`src/rtl/mem_arbiter_if.sv`:
```
// Bus bundle for the memory arbiter: instruction-fetch request/response,
// load-store request/response and the shared single-port RAM interface.
// The slave modport is the arbiter's view; the master modport is the view
// of the requesters and the RAM combined.
interface mem_arbiter_if;
  logic        if_req_valid;
  logic        if_req_ready;
  logic [63:0] if_req_addr;
  logic        if_resp_valid;
  logic        if_resp_ready;
  logic [63:0] if_resp_data;

  logic        ls_req_valid;
  logic        ls_req_ready;
  logic [63:0] ls_req_addr;
  logic        ls_req_wen;
  logic [63:0] ls_req_wdata;
  logic [63:0] ls_req_wmask;
  logic        ls_resp_valid;
  logic        ls_resp_ready;
  logic [63:0] ls_resp_rdata;

  logic        mem_en;
  logic [63:0] mem_addr;
  logic        mem_wen;
  logic [63:0] mem_wdata;
  logic [63:0] mem_wmask;
  logic [63:0] mem_rdata;

  modport slave (
    input  if_req_valid, if_req_addr, if_resp_ready,
    input  ls_req_valid, ls_req_addr, ls_req_wen, ls_req_wdata, ls_req_wmask, ls_resp_ready,
    input  mem_rdata,
    output if_req_ready, if_resp_valid, if_resp_data,
    output ls_req_ready, ls_resp_valid, ls_resp_rdata,
    output mem_en, mem_addr, mem_wen, mem_wdata, mem_wmask
  );

  modport master (
    output if_req_valid, if_req_addr, if_resp_ready,
    output ls_req_valid, ls_req_addr, ls_req_wen, ls_req_wdata, ls_req_wmask, ls_resp_ready,
    output mem_rdata,
    input  if_req_ready, if_resp_valid, if_resp_data,
    input  ls_req_ready, ls_resp_valid, ls_resp_rdata,
    input  mem_en, mem_addr, mem_wen, mem_wdata, mem_wmask
  );
endinterface

```
`src/rtl/mem_arbiter.sv`:
```
// Two-requester arbiter (instruction fetch and load-store) in front of a
// single-port RAM with one cycle of read latency. One transaction at a time:
// IDLE (arbitrate) -> ISSUE (drive RAM) -> WAIT (RAM read) -> RESP (hold
// response until the granted requester takes it). The load-store side wins
// contention except after two back-to-back wins over a waiting fetch.
module mem_arbiter (
  input logic          clk,
  input logic          rst_n,
  mem_arbiter_if.slave bus
);

  localparam logic [63:0] BASE_ADDR = 64'h0000_0000_8000_0000;
  localparam logic [63:0] WORD_MASK = 64'hFFFF_FFFF_FFFF_FFF8;

  typedef enum logic [1:0] {IDLE, ISSUE, WAIT, RESP} state_e;

  state_e      r_state;
  state_e      w_nextState;
  logic [1:0]  r_streak;
  logic        r_grantLs;
  logic [63:0] r_addr;
  logic        r_wen;
  logic [63:0] r_wdata;
  logic [63:0] r_wmask;
  logic [63:0] r_rdata;

  logic        w_grantLs;
  logic        w_grantIf;
  logic        w_accept;
  logic        w_respDone;

  // Arbitration winner and handshake completion, derived from current state and inputs
  always_comb begin
    w_grantLs  = bus.ls_req_valid && (!bus.if_req_valid || (r_streak != 2'd2));
    w_grantIf  = bus.if_req_valid && !w_grantLs;
    w_accept   = (r_state == IDLE) && (w_grantLs || w_grantIf);
    w_respDone = r_grantLs ? bus.ls_resp_ready : bus.if_resp_ready;
  end

  // State register; reset drops any in-flight transaction
  always_ff @(posedge clk or negedge rst_n) begin
    if (!rst_n) r_state <= IDLE;
    else        r_state <= w_nextState;
  end

  // Next-state logic: fixed three-cycle path to RESP, then wait for the taker
  always_comb begin
    w_nextState = r_state;
    case (r_state)
      IDLE:    if (w_accept) w_nextState = ISSUE;
      ISSUE:   w_nextState = WAIT;
      WAIT:    w_nextState = RESP;
      RESP:    if (w_respDone) w_nextState = IDLE;
      default: w_nextState = IDLE;
    endcase
  end

  // Capture the winner's payload on the accept edge so requesters may change it afterwards
  always_ff @(posedge clk or negedge rst_n) begin
    if (!rst_n) begin
      r_grantLs <= 1'b0;
      r_addr    <= '0;
      r_wen     <= 1'b0;
      r_wdata   <= '0;
      r_wmask   <= '0;
    end else if (w_accept) begin
      r_grantLs <= w_grantLs;
      r_addr    <= w_grantLs ? bus.ls_req_addr : bus.if_req_addr;
      r_wen     <= w_grantLs && bus.ls_req_wen;
      r_wdata   <= w_grantLs ? bus.ls_req_wdata : '0;
      r_wmask   <= w_grantLs ? bus.ls_req_wmask : '0;
    end
  end

  // Streak counts LSU wins over a waiting fetch; a fetch grant clears it
  always_ff @(posedge clk or negedge rst_n) begin
    if (!rst_n) begin
      r_streak <= 2'd0;
    end else if (w_accept) begin
      if (w_grantIf)                                        r_streak <= 2'd0;
      else if (bus.if_req_valid && (r_streak != 2'd2))      r_streak <= r_streak + 2'd1;
    end
  end

  // RAM read data is valid during WAIT; stores return zero instead
  always_ff @(posedge clk or negedge rst_n) begin
    if (!rst_n)                r_rdata <= '0;
    else if (r_state == WAIT)  r_rdata <= (r_grantLs && r_wen) ? '0 : bus.mem_rdata;
  end

  // Outputs decoded from state; readies are also held low while reset is asserted
  always_comb begin
    bus.if_req_ready  = 1'b0;
    bus.ls_req_ready  = 1'b0;
    bus.if_resp_valid = 1'b0;
    bus.if_resp_data  = '0;
    bus.ls_resp_valid = 1'b0;
    bus.ls_resp_rdata = '0;
    bus.mem_en        = 1'b0;
    bus.mem_wen       = 1'b0;
    bus.mem_addr      = '0;
    bus.mem_wdata     = '0;
    bus.mem_wmask     = '0;
    case (r_state)
      IDLE: begin
        bus.if_req_ready = rst_n && w_grantIf;
        bus.ls_req_ready = rst_n && w_grantLs;
      end
      ISSUE: begin
        bus.mem_en    = 1'b1;
        bus.mem_wen   = r_grantLs && r_wen;
        bus.mem_addr  = (r_addr - BASE_ADDR) & WORD_MASK;
        bus.mem_wdata = r_wdata;
        bus.mem_wmask = r_wmask;
      end
      RESP: begin
        if (r_grantLs) begin
          bus.ls_resp_valid = 1'b1;
          bus.ls_resp_rdata = r_rdata;
        end else begin
          bus.if_resp_valid = 1'b1;
          bus.if_resp_data  = {32'b0, (r_addr[2] ? r_rdata[63:32] : r_rdata[31:0])};
        end
      end
      default: ;
    endcase
  end

endmodule
```
`src/flat_wrapper.sv`:
```
// flat-port wrapper written by rule: the top's interface ports become plain ports
module mem_arbiter_flat 
  (clk, rst_n, bus_if_req_valid, bus_if_req_addr, bus_if_resp_ready, bus_ls_req_valid, bus_ls_req_addr, bus_ls_req_wen, bus_ls_req_wdata, bus_ls_req_wmask, bus_ls_resp_ready, bus_mem_rdata, bus_if_req_ready, bus_if_resp_valid, bus_if_resp_data, bus_ls_req_ready, bus_ls_resp_valid, bus_ls_resp_rdata, bus_mem_en, bus_mem_addr, bus_mem_wen, bus_mem_wdata, bus_mem_wmask);
  mem_arbiter_if bus_i ();
  input logic clk;
  input logic rst_n;
  input wire logic [$bits(bus_i.if_req_valid)-1:0] bus_if_req_valid;
  input wire logic [$bits(bus_i.if_req_addr)-1:0] bus_if_req_addr;
  input wire logic [$bits(bus_i.if_resp_ready)-1:0] bus_if_resp_ready;
  input wire logic [$bits(bus_i.ls_req_valid)-1:0] bus_ls_req_valid;
  input wire logic [$bits(bus_i.ls_req_addr)-1:0] bus_ls_req_addr;
  input wire logic [$bits(bus_i.ls_req_wen)-1:0] bus_ls_req_wen;
  input wire logic [$bits(bus_i.ls_req_wdata)-1:0] bus_ls_req_wdata;
  input wire logic [$bits(bus_i.ls_req_wmask)-1:0] bus_ls_req_wmask;
  input wire logic [$bits(bus_i.ls_resp_ready)-1:0] bus_ls_resp_ready;
  input wire logic [$bits(bus_i.mem_rdata)-1:0] bus_mem_rdata;
  output wire logic [$bits(bus_i.if_req_ready)-1:0] bus_if_req_ready;
  output wire logic [$bits(bus_i.if_resp_valid)-1:0] bus_if_resp_valid;
  output wire logic [$bits(bus_i.if_resp_data)-1:0] bus_if_resp_data;
  output wire logic [$bits(bus_i.ls_req_ready)-1:0] bus_ls_req_ready;
  output wire logic [$bits(bus_i.ls_resp_valid)-1:0] bus_ls_resp_valid;
  output wire logic [$bits(bus_i.ls_resp_rdata)-1:0] bus_ls_resp_rdata;
  output wire logic [$bits(bus_i.mem_en)-1:0] bus_mem_en;
  output wire logic [$bits(bus_i.mem_addr)-1:0] bus_mem_addr;
  output wire logic [$bits(bus_i.mem_wen)-1:0] bus_mem_wen;
  output wire logic [$bits(bus_i.mem_wdata)-1:0] bus_mem_wdata;
  output wire logic [$bits(bus_i.mem_wmask)-1:0] bus_mem_wmask;
  assign bus_i.if_req_valid = bus_if_req_valid;
  assign bus_i.if_req_addr = bus_if_req_addr;
  assign bus_i.if_resp_ready = bus_if_resp_ready;
  assign bus_i.ls_req_valid = bus_ls_req_valid;
  assign bus_i.ls_req_addr = bus_ls_req_addr;
  assign bus_i.ls_req_wen = bus_ls_req_wen;
  assign bus_i.ls_req_wdata = bus_ls_req_wdata;
  assign bus_i.ls_req_wmask = bus_ls_req_wmask;
  assign bus_i.ls_resp_ready = bus_ls_resp_ready;
  assign bus_i.mem_rdata = bus_mem_rdata;
  assign bus_if_req_ready = bus_i.if_req_ready;
  assign bus_if_resp_valid = bus_i.if_resp_valid;
  assign bus_if_resp_data = bus_i.if_resp_data;
  assign bus_ls_req_ready = bus_i.ls_req_ready;
  assign bus_ls_resp_valid = bus_i.ls_resp_valid;
  assign bus_ls_resp_rdata = bus_i.ls_resp_rdata;
  assign bus_mem_en = bus_i.mem_en;
  assign bus_mem_addr = bus_i.mem_addr;
  assign bus_mem_wen = bus_i.mem_wen;
  assign bus_mem_wdata = bus_i.mem_wdata;
  assign bus_mem_wmask = bus_i.mem_wmask;
  mem_arbiter u_core (.clk(clk), .rst_n(rst_n), .bus(bus_i));
endmodule
```
`config.mk`:
```
export PLATFORM = sky130hd
export DESIGN_NAME = mem_arbiter_flat
export DESIGN_NICKNAME = d
export VERILOG_FILES = /design/src/rtl/mem_arbiter_if.sv /design/src/rtl/mem_arbiter.sv /design/src/flat_wrapper.sv
export SDC_FILE = /design/constraint.sdc
export NUM_CORES = 1
export LEC_CHECK = 0
export ABC_AREA = 1
export CORE_AREA = 2 2 253 255
export CTS_BUF_LIST = sky130_fd_sc_hd__clkbuf_4
export CTS_CLUSTER_SIZE = 28
export DETAILED_ROUTE_END_ITERATION = 10
export DIE_AREA = 0 0 255 257
export GPL_ROUTABILITY_DRIVEN = 0
export PLACE_DENSITY = 0.6
export REMOVE_ABC_BUFFERS = 1
export SLEW_MARGIN = 20
export SYNTH_ARGS = -nofsm -noshare
export SYNTH_HDL_FRONTEND = slang
export SYNTH_SLANG_ARGS = --single-unit
```
`constraint.sdc`:
```
create_clock -name clk -period 3.16 [get_ports clk]
set_input_delay 0.632 -clock clk [delete_from_list [all_inputs] [get_ports clk]]
set_output_delay 0.632 -clock clk [all_outputs]
set_load 0.01 [all_outputs]
```
# Word level (Yosys, flattened, before mapping)
# Cells that the tools add are included.
[totals]
reg_bits = 262
ram_bits = 0
wordCells = 58
romBits = 0
inputBits = 327
latchBits = 0
mem_count = 0
output_inout_bits = 326
[classes]
multipliers = 0
n_shift = 0
muxes = 26
n_bitwise = 0
reduce_logical = 16
magnitude_cmp = 0
div_mod_pow = 0
add_sub_neg = 2
eq_ne = 6
[ops]
columns = ["operator", "count"]
rows = [
  ["2-to-1 mux 64 bit", 10],
  ["2-to-1 mux 32 bit", 2],
  ["subtractor 64 x 32 -> 64 bit, second input constant", 1],
  ["2-to-1 mux 1 bit", 9],
  ["logical AND 1 bit", 8],
  ["2-to-1 mux 2 bit", 4],
  ["case mux 2 bit (4 select lines)", 1],
  ["== test 2 bit, second input constant", 2],
  ["inequality test 2 x 1 -> 1 bit, second input constant", 2],
  ["AND reduction 2 bit", 2],
  ["adder 2 x 1 -> 2 bit, second input constant", 1],
  ["== test 2 x 1 -> 1 bit, second input constant", 1],
  ["zero test 1 bit", 2],
  ["zero test 2 bit", 1],
  ["logical OR 1 bit", 2],
  ["inequality test 2 bit, second input constant", 1],
  ["nonzero test 2 bit", 1],
]

# Logic depth before layout (Yosys ltp)
# Gate-level depths: netlist (run 1).
[logic_depth]
ltp_word = 9
mapped_depth = 9
mapped_depth_nobuf = 9

# Worst setup path before layout (run 1)
# No wires, ideal clock.
[synth_path]
path_kind = "reg2out"
from = "register u_core.r_state[1]"
to = "output bus_mem_wdata[26]"
arrival_ns = 1.508
n_path_buf = 3
stages_incl_launch_ff = 8
slack_ns = 1.020
required_time_ns = 2.528
cell_sequence = "dfrtp_1 -> inv_1 -> ha_1 -> buf_2 -> clkbuf_1 -> clkbuf_1 -> nand2_1 -> inv_1"
[synth_between]
elab_chain_len = 2
[synth_lines]
columns = ["item", "line_no", "rtl"]
rows = [
  ["start, declared", "mem_arbiter.sv:17", "state_e r_state;"],
  ["start signal, assigned", "mem_arbiter.sv:43", "else r_state <= w_nextState;"],
  ["== test 2 x 1 -> 1 bit", "mem_arbiter.sv:104", "case (r_state)"],
  ["2-to-1 mux 64 bit", "mem_arbiter.sv:104", ""],
  ["end, declared", "flat_wrapper.sv:26", "output wire logic [$bits(bus_i.mem_wdata)-1:0] bus_mem_wdata;"],
]
# Every way passes these cells.

# Worst setup path in the final report (run 1)
[layout_path]
from = "register u_core.r_state[0]"
to = "output bus_mem_wmask[3]"
[layout_between]
elab_chain_len = 2
[layout_lines]
columns = ["item", "line_no", "rtl"]
rows = [
  ["== test 2 x 1 -> 1 bit", "mem_arbiter.sv:104", ""],
  ["2-to-1 mux 64 bit", "mem_arbiter.sv:104", ""],
  ["end, declared", "flat_wrapper.sv:27", "output wire logic [$bits(bus_i.mem_wmask)-1:0] bus_mem_wmask;"],
]
# Every way passes these cells.

==> qor.txt, run 1 <==
========================================================================================================
Core Footprint                                                                                 62740 µm²
Max Root-Sink Buffers                                                                                  3
Met2 layer usage reported by global route                                                         29.72%
Number of vias per cell                                                                            4.424
Placed Cells                                                                                        3316
Number of maximum-capacitance constraint violations                                                    0
Buffer and inverter count on the worst path                                                            8
Source of the worst register-to-register timing path                                        u_core.r_state[1]$_DFFE_PN0P_
Number of enable-type register cells in the synthesized netlist                                        0
Skew-Pair Late Insertion Delay                                                                   0.77 ns
Kind of end point of the critical path                                                        output pin
Port buffer count                                                                                    613
Run status                                                                                  complete, no violations
H-tree level count                                                                                     3
Global routing usage summed across all routing layers                                             18.09%
Number of hold violations in the final report                                                          0
Final setup violation count                                                                            0
ANT nets after route                                                                                   0
Worst VDD drop                                                                                 0.4945 mV
Average size of a mapped cell                                                                  7.149 µm²
Slowest stage cell on the critical path                                                     sky130_fd_sc_hd__dfrtp_2
Sinks on Clock Net                                                                                   260
Maximum frequency from static timing analysis                                                 0.3268 GHz
Worst Tran Pin Value                                                                            1.024 ns
Yosys cell types                                                                                      30
P per Cell Area                                                                             824.5 nW/µm²
Gr ovfl total                                                                                          0
Number of remaining DRC errors                                                                         0
RSZ-0062 raised after global routing                                                                true
Met3 track demand over resource in global routing                                                 4.350%
TritonCTS clock tree                                                                               built
Number of nets in the finished design                                                               2927
Largest fanout on the critical path                                                                   11
Hpwl dp                                                                                         40640 µm
Arrival @ worst endpoint                                                                         2.43 ns
Post-layout utilization of the core                                                               35.62%
Overall via count from detail_route                                                                15440
Largest net degree at the start of global routing                                                    144
Final clock period utilization by the worst path                                                  96.83%
Global-route wire length before repair                                                          90910 µm
Setup TNS                                                                                           0 ns
Post-Syn Area                                                                                  14050 µm²
Clock root cell                                                                             sky130_fd_sc_hd__clkbuf_4
Register area share after synthesis                                                               46.29%
Tmin final                                                                                      3.060 ns
Post-synthesis sequential element count                                                              260
Launching element type of the critical path                                                     register
Area Overhead vs Synth                                                                            59.00%
Post-route insts no fill                                                                            3490
Instance count on the critical path                                                                   10
Gate count after technology mapping                                                                 1966
Worst relative slew slack                                                                         31.70%
Fraction of layout cells with a size suffix above 1                                               15.90%
Reg2reg path depth                                                                                     9
GR Layer Usage met1                                                                               22.76%
Number of warnings reported in the yosys synthesis log                                                 0
Routed len/inst                                                                                 17.64 µm
Critical Path, Cell by Cell                                                                 buf_6, ha_4, buf_12, buf_16, buf_12, buf_6, buf_16, nand2_1, inv_1, buf_2
Most used DFF post-synth                                                                    sky130_fd_sc_hd__dfrtp_1
Width of the die                                                                                  255 µm
Initial core utilization                                                                          22.40%
Site Rows                                                                                             92
Start point of the critical path                                                            u_core.r_state[0]$_DFFE_PN0P_
Delay of the slowest critical-path stage                                                         0.45 ns
Final Max Slew Viols                                                                                   0
Initial DRT Pass Iterations                                                                            5
Height of the chip                                                                                257 µm
Via count of the first global-routing pass                                                         14880
Hold/Removal Path Class                                                                     input port to asynchronous set/reset pin
Endpoint required time on the critical path                                                      2.53 ns
I/O pin total                                                                                        653
Starting DRT DRC Count                                                                              1095
Total detailed-routing wirelength                                                               61570 µm
Initial antenna violation count                                                                        5
Worst clock skew                                                                              0.05488 ns
Number of buffers created by CTS                                                                      81
Lkg Pwr                                                                                         12.39 nW
Die area                                                                                       65540 µm²
Layer with the highest usage                                                                        met2
CP delay by family, top                                                                     buffers and inverters
Post-CTS clock slew at the launch and capture registers of the worst setup and hold paths        0.06 ns
Type of the worst setup path                                                                register to output pin
Fraction of synthesis flops using an asynchronous set or reset pin                                100.0%
========================================================================================================
-- where the power goes --
part           internal (W)  switching (W)  leakage, nW  total [W]
registers           0.00484       0.000952         3.22    0.00580
logic               0.00379        0.00548         8.60    0.00928
clock network       0.00174        0.00161        0.576    0.00335
-- worst register-to-register path, stage by stage (launching register included) --
cell	delay, ns
sky130_fd_sc_hd__dfrtp_1	0.41
sky130_fd_sc_hd__inv_2	0.07
sky130_fd_sc_hd__buf_4	0.15
sky130_fd_sc_hd__ha_4	0.17
sky130_fd_sc_hd__buf_4	0.15
sky130_fd_sc_hd__clkinv_2	0.08
sky130_fd_sc_hd__buf_4	0.29
sky130_fd_sc_hd__buf_4	0.80
sky130_fd_sc_hd__o21ai_0	0.35
sky130_fd_sc_hd__nand2_1	0.12
-- final cells by class --
type,instances,area [µm²]
Sequential cell,260,6518
Timing Repair Buffer,688,6658
Clock buffer,115,863.3
Inverter,260,984.7
Tap cell,846,1059
Multi-Input combinational cell,1303,6153
Clock inverter,16,106.4
Fill cell,6727,40390
Antenna cell,2,5.005
-- sequential cells by signal, summed over array words and instances, names as in the netlist --
register          count
u_core.r_rdata       64
u_core.r_wdata       64
u_core.r_wmask       64
u_core.r_addr        62
u_core.r_state        2
u_core.r_streak       2
u_core.r_grantLs      1
u_core.r_wen          1
-- what timing repair did --
action                     CTS  global route
setup endpoints to repair  287           131
gates resized for setup    578           195
setup buffers               28             7
hold endpoints to repair    23             0
gates cloned                 9             0
hold buffers                 1             0
pin swaps                   10            10
-- layer usage --
layer | wire (µm) | vias to the layer above
met1 | 25990 | 7287
met5 | 13 | -
li1 | - | 7467
met3 | 4285 | 124
met2 | 29380 | 560
met4 | 1898 | 2
-- Yosys cell counts (6+ instances only) --
cell / n / area share (%)
sky130_fd_sc_hd__a21oi_1: 47 / 1.7
sky130_fd_sc_hd__a31oi_1: 40 / 1.8
sky130_fd_sc_hd__buf_1: 21 / 0.56
sky130_fd_sc_hd__buf_2: 46 / 1.6
sky130_fd_sc_hd__buf_4: 38 / 2.0
sky130_fd_sc_hd__clkbuf_1: 70 / 1.9
sky130_fd_sc_hd__dfrtp_1: 260 / 46
sky130_fd_sc_hd__ha_1: 6 / 0.53
sky130_fd_sc_hd__inv_1: 258 / 6.9
sky130_fd_sc_hd__nand2_1: 449 / 12
sky130_fd_sc_hd__nand3_1: 202 / 7.2
sky130_fd_sc_hd__nor2_1: 218 / 5.8
sky130_fd_sc_hd__o21ai_0: 264 / 9.4
sky130_fd_sc_hd__o22ai_1: 22 / 0.98
-- logic make-up after synthesis --
kind of cell	synth area share, %
buf+inv	13.16
other cells	0.02668
flops	46.29
compound gates	14.04
simple gates	25.76
xor+xnor	0.1870
fa+ha+maj	0.5341
-- metrics by stage --
step	setup WS (ns)	hold slack, ns	instance area, µm²	power (W)
after global placement	0.3063	0.4753	20970	0.01444
after global routing	-0.06149	0.2170	22350	0.01991
final	0.1000	0.2975	22350	0.01842
after floorplan	-2.616	0.3364	13310	0.01005
after CTS	-0.1657	0.1640	22250	0.01865
after detailed placement	0.3126	0.4763	20970	0.01453
-- path summary, 6_finish.rpt --
check	end	slack [ns]
setup / recovery	bus_mem_wmask[3]	0.10
hold / removal	u_core.r_wmask[61]$_DFFE_PN0P_	0.30
max in group asynchronous	u_core.r_addr[2]$_DFFE_PN0P_	1.05
hold reg to reg	u_core.r_streak[1]$_DFFE_PN0P_	0.49
setup reg to reg	u_core.r_wdata[25]$_DFFE_PN0P_	0.49
min in group clk	u_core.r_addr[56]$_DFFE_PN0P_	0.39
-- placed cells by master (no fill, tap or decap), types with 18 or more instances in the layout --
cell type and count:
sky130_fd_sc_hd__nand2_2 18, sky130_fd_sc_hd__dfrtp_1 251, sky130_fd_sc_hd__clkbuf_2 33, sky130_fd_sc_hd__inv_1 249, sky130_fd_sc_hd__a31oi_1 40, sky130_fd_sc_hd__buf_4 35
sky130_fd_sc_hd__o21ai_0 260, sky130_fd_sc_hd__nand2_1 426, sky130_fd_sc_hd__dlygate4sd2_1 71, sky130_fd_sc_hd__dlymetal6s2s_1 51, sky130_fd_sc_hd__o22ai_1 22, sky130_fd_sc_hd__clkdlybuf4s50_1 347
sky130_fd_sc_hd__nor2_2 25, sky130_fd_sc_hd__a21oi_1 42, sky130_fd_sc_hd__nand3_1 201, sky130_fd_sc_hd__buf_2 86, sky130_fd_sc_hd__clkbuf_4 115, sky130_fd_sc_hd__conb_1 35
sky130_fd_sc_hd__buf_6 19, sky130_fd_sc_hd__nor2_1 188
Note: power is estimated with default switching activity, not from simulation.
==> run 2, diff against run 1 <==
--- a/config.mk
+++ b/config.mk
@@ -6,13 +6,13 @@
 export NUM_CORES = 1
 export LEC_CHECK = 0
 export ABC_AREA = 1
-export CORE_AREA = 2 2 253 255
+export CORE_AREA = 8 8 244 246
 export CTS_BUF_LIST = sky130_fd_sc_hd__clkbuf_4
 export CTS_CLUSTER_SIZE = 28
 export DETAILED_ROUTE_END_ITERATION = 10
-export DIE_AREA = 0 0 255 257
+export DIE_AREA = 0 0 252 254
 export GPL_ROUTABILITY_DRIVEN = 0
-export PLACE_DENSITY = 0.6
+export PLACE_DENSITY = 0.65
 export REMOVE_ABC_BUFFERS = 1
 export SLEW_MARGIN = 20
 export SYNTH_ARGS = -nofsm -noshare
==> qor.txt, run 2 (same netlist as run 1, synthesis figures left out) <==
========================================================================================================
Worst setup endpoint                                                                        bus_mem_addr[54]
Worst Tran Pin Value                                                                            1.047 ns   +0.02237 ns
Largest net degree at the start of global routing                                                    163   +13%
Global-route wire length before repair                                                          91980 µm   +1.2%
Reg2reg end                                                                                 u_core.r_addr[50]$_DFFE_PN0P_
Hpwl dp                                                                                         42830 µm   +5.4%
Core Footprint                                                                                 55730 µm²   -11%
Final clock period utilization by the worst path                                                  96.35%   -0.48 points
I/O pin total                                                                                        653   unchanged
Endpoint required time on the critical path                                                      2.53 ns   about the same
Number of vias per cell                                                                            4.517   +2.1%
Instance count on the critical path                                                                   10   unchanged
Run status                                                                                  complete, no violations
Type of the worst setup path                                                                register to output pin
Number of hold violations in the final report                                                          0   unchanged
Buffer and inverter count on the worst path                                                            4   -4
Total detailed-routing wirelength                                                               62850 µm   +2.1%
Overall via count from detail_route                                                                15406   -0.22%
Reg2reg path depth                                                                                    10   +1
Post-Place Setup Slack                                                                        0.09984 ns   -0.2127 ns
Die area                                                                                       64010 µm²   -2.3%
Width of the die                                                                                  252 µm   -1.2%
H-tree level count                                                                                     3   unchanged
Initial antenna violation count                                                                        7   +2
Lkg Pwr                                                                                         11.96 nW   -3.5%
Number of remaining DRC errors                                                                         0   unchanged
Initial core utilization                                                                          25.22%   +2.8 points
Setup slack, reg-to-reg                                                                          0.59 ns   +0.10 ns
Initial DRT Pass Iterations                                                                            6   +1
Max Root-Sink Buffers                                                                                  3   unchanged
Worst VDD drop                                                                                 0.5523 mV   +12%
RSZ-0062 raised after global routing                                                                true
Worst relative slew slack                                                                         30.21%   -1.5 points
Final setup violation count                                                                            0   unchanged
Largest fanout on the critical path                                                                    3   -8
Clock root cell                                                                             sky130_fd_sc_hd__clkbuf_4
Post-layout utilization of the core                                                               40.08%   +4.5 points
Hold_ws                                                                                        0.4138 ns   +0.1163 ns
Fillers                                                                                             5822   -13%
Critical Path, Cell by Cell                                                                 buf_4, nor2_4, nand2_1, nor2_2, buf_4, buf_4, nand4_1, nand2_1, nor2_1, clkdlybuf4s15_2
Worst Setup Slack, final                                                                       0.1153 ns   +0.01525 ns
Delay of the slowest critical-path stage                                                         0.48 ns   +0.03 ns
Number of nets in the finished design                                                               2934   +0.24%
Gr ovfl total                                                                                          0   unchanged
Post-CTS clock slew at the launch and capture registers of the worst setup and hold paths        0.07 ns   about the same
Tmin final                                                                                      3.045 ns   -0.01525 ns
Fraction of layout cells with a size suffix above 1                                               12.98%   -2.9 points
Maximum frequency from static timing analysis                                                 0.3284 GHz   +0.50%
Slowest stage cell on the critical path                                                     sky130_fd_sc_hd__dfrtp_2
Skew-Pair Late Insertion Delay                                                                   0.77 ns   about the same
Final Max Slew Viols                                                                                   0   unchanged
Starting DRT DRC Count                                                                              1083   -1.1%
Kind of end point of the critical path                                                        output pin
Worst clock skew                                                                              0.05104 ns   -0.003837 ns
Start point of the critical path                                                            u_core.r_addr[43]$_DFFE_PN0P_
Via count of the first global-routing pass                                                         15009   +0.87%
P per Cell Area                                                                             817.0 nW/µm²   -0.91%
Post-route insts no fill                                                                            3411   -2.3%
Area Overhead vs Synth                                                                            58.92%   about the same
Most frequent cells in the layout                                                           434 x sky130_fd_sc_hd__nand2_1, 363 x sky130_fd_sc_hd__clkdlybuf4s50_1, 261 x sky130_fd_sc_hd__o21ai_0
Launching element type of the critical path                                                     register
Height of the chip                                                                                254 µm   -1.2%
Hold/Removal Path Class                                                                     input port to register
Number of buffers created by CTS                                                                      82   +1.2%
Routed len/inst                                                                                 18.43 µm   +4.5%
Global routing usage summed across all routing layers                                             18.44%   +0.36 points
Arrival @ worst endpoint                                                                         2.41 ns   -0.02 ns
CP delay by family, top                                                                     buffers and inverters
Placed Cells                                                                                        3228   -2.7%
Most frequent cell on the critical path                                                     sky130_fd_sc_hd__buf_4
Most common cell after layout, fill and taps aside                                          sky130_fd_sc_hd__nand2_1
Number of maximum-capacitance constraint violations                                                    0   unchanged
Registers with the most flip-flops                                                          u_core.r_rdata (64), u_core.r_wdata (64), u_core.r_wmask (64)
Setup TNS                                                                                           0 ns   unchanged
Sinks on Clock Net                                                                                   260   unchanged
TritonCTS clock tree                                                                               built
Port buffer count                                                                                    613   unchanged
ANT nets after route                                                                                   0   unchanged
Source of the worst register-to-register timing path                                        u_core.r_state[0]$_DFFE_PN0P_
Site Rows                                                                                             87   -5.4%
========================================================================================================
[run 2: changes by cell type in the layout (fill, tap and decap cells not counted), moves of 5 or more]
cell and delta:
sky130_fd_sc_hd__buf_6 -17, sky130_fd_sc_hd__buf_4 +10, sky130_fd_sc_hd__buf_2 -40, sky130_fd_sc_hd__clkbuf_2 -23, sky130_fd_sc_hd__clkdlybuf4s15_2 +12, sky130_fd_sc_hd__nor2_2 -5
sky130_fd_sc_hd__clkdlybuf4s50_1 +16, sky130_fd_sc_hd__dlymetal6s2s_1 -37, sky130_fd_sc_hd__dlygate4sd2_1 +81, sky130_fd_sc_hd__nand2_1 +8, sky130_fd_sc_hd__nand2_2 -5
[run 2: worst min-delay path by stage]
stage	from	end	slack (ns)	depth (start not counted)
2_1_floorplan	rst_n	u_core.r_addr[10]$_DFFE_PN0P_	0.34	0
3_3_place_gp	u_core.r_streak[0]$_DFFE_PN0P_	u_core.r_streak[0]$_DFFE_PN0P_	0.47	2
3_5_place_dp	u_core.r_streak[0]$_DFFE_PN0P_	u_core.r_streak[0]$_DFFE_PN0P_	0.48	2
4_1_cts	bus_ls_req_wdata[35]	u_core.r_wdata[35]$_DFFE_PN0P_	0.26	3
5_1_grt	bus_ls_req_wdata[18]	u_core.r_wdata[18]$_DFFE_PN0P_	0.30	3
6_report	bus_ls_req_wdata[18]	u_core.r_wdata[18]$_DFFE_PN0P_	0.41	3
[run 2: tightest hold or removal path, cell delays in order]
cell and delay [ns]:
sky130_fd_sc_hd__clkdlybuf4s50_1 0.39, sky130_fd_sc_hd__nand3_1 0.08, sky130_fd_sc_hd__nand2_1 0.04
[run 2: report_power, final]
group	internal, W	switching (W)
combinational	0.00379	0.00541
clock	0.00165	0.00160
sequential	0.00484	0.000948
total	0.0103	0.00797
[run 2: routing by layer]
metal	up-vias	routed length (µm)	track usage, %
li1	7473	-	-
met1	7192	24550	22.21
met2	619	31290	30.99
met3	116	5180	5.245
met4	6	1792	7.109
met5	-	35	0
[run 2: stage by stage]
stage	power [W]	instance area (µm²)
floorplan	0.01005	13310
global placement	0.01441	20890
detailed placement	0.01450	20890
CTS	0.01834	22230
global route	0.01972	22330
finish	0.01825	22340
[run 2: cell type report]
class                      instances  area (µm²)  area share, %
antenna                            4       10.01        0.04482
sequential                       260        6514          29.16
inverter                         260       988.4          4.426
clock inverter                    20       95.09         0.4257
tap                              756       945.9          4.235
timing repair buffer             693        6823          30.55
clock buffer                     114       855.8          3.832
multi-input combinational       1304        6103          27.33
[run 2: timing repair]
item	4_1_cts	5_1_grt
gates cloned	7	2
gates resized for setup	459	84
pin swaps	6	6
setup buffers	25	10
endpoints found under the setup margin	291	137
hold endpoints to repair	86	0
hold buffers	1	0
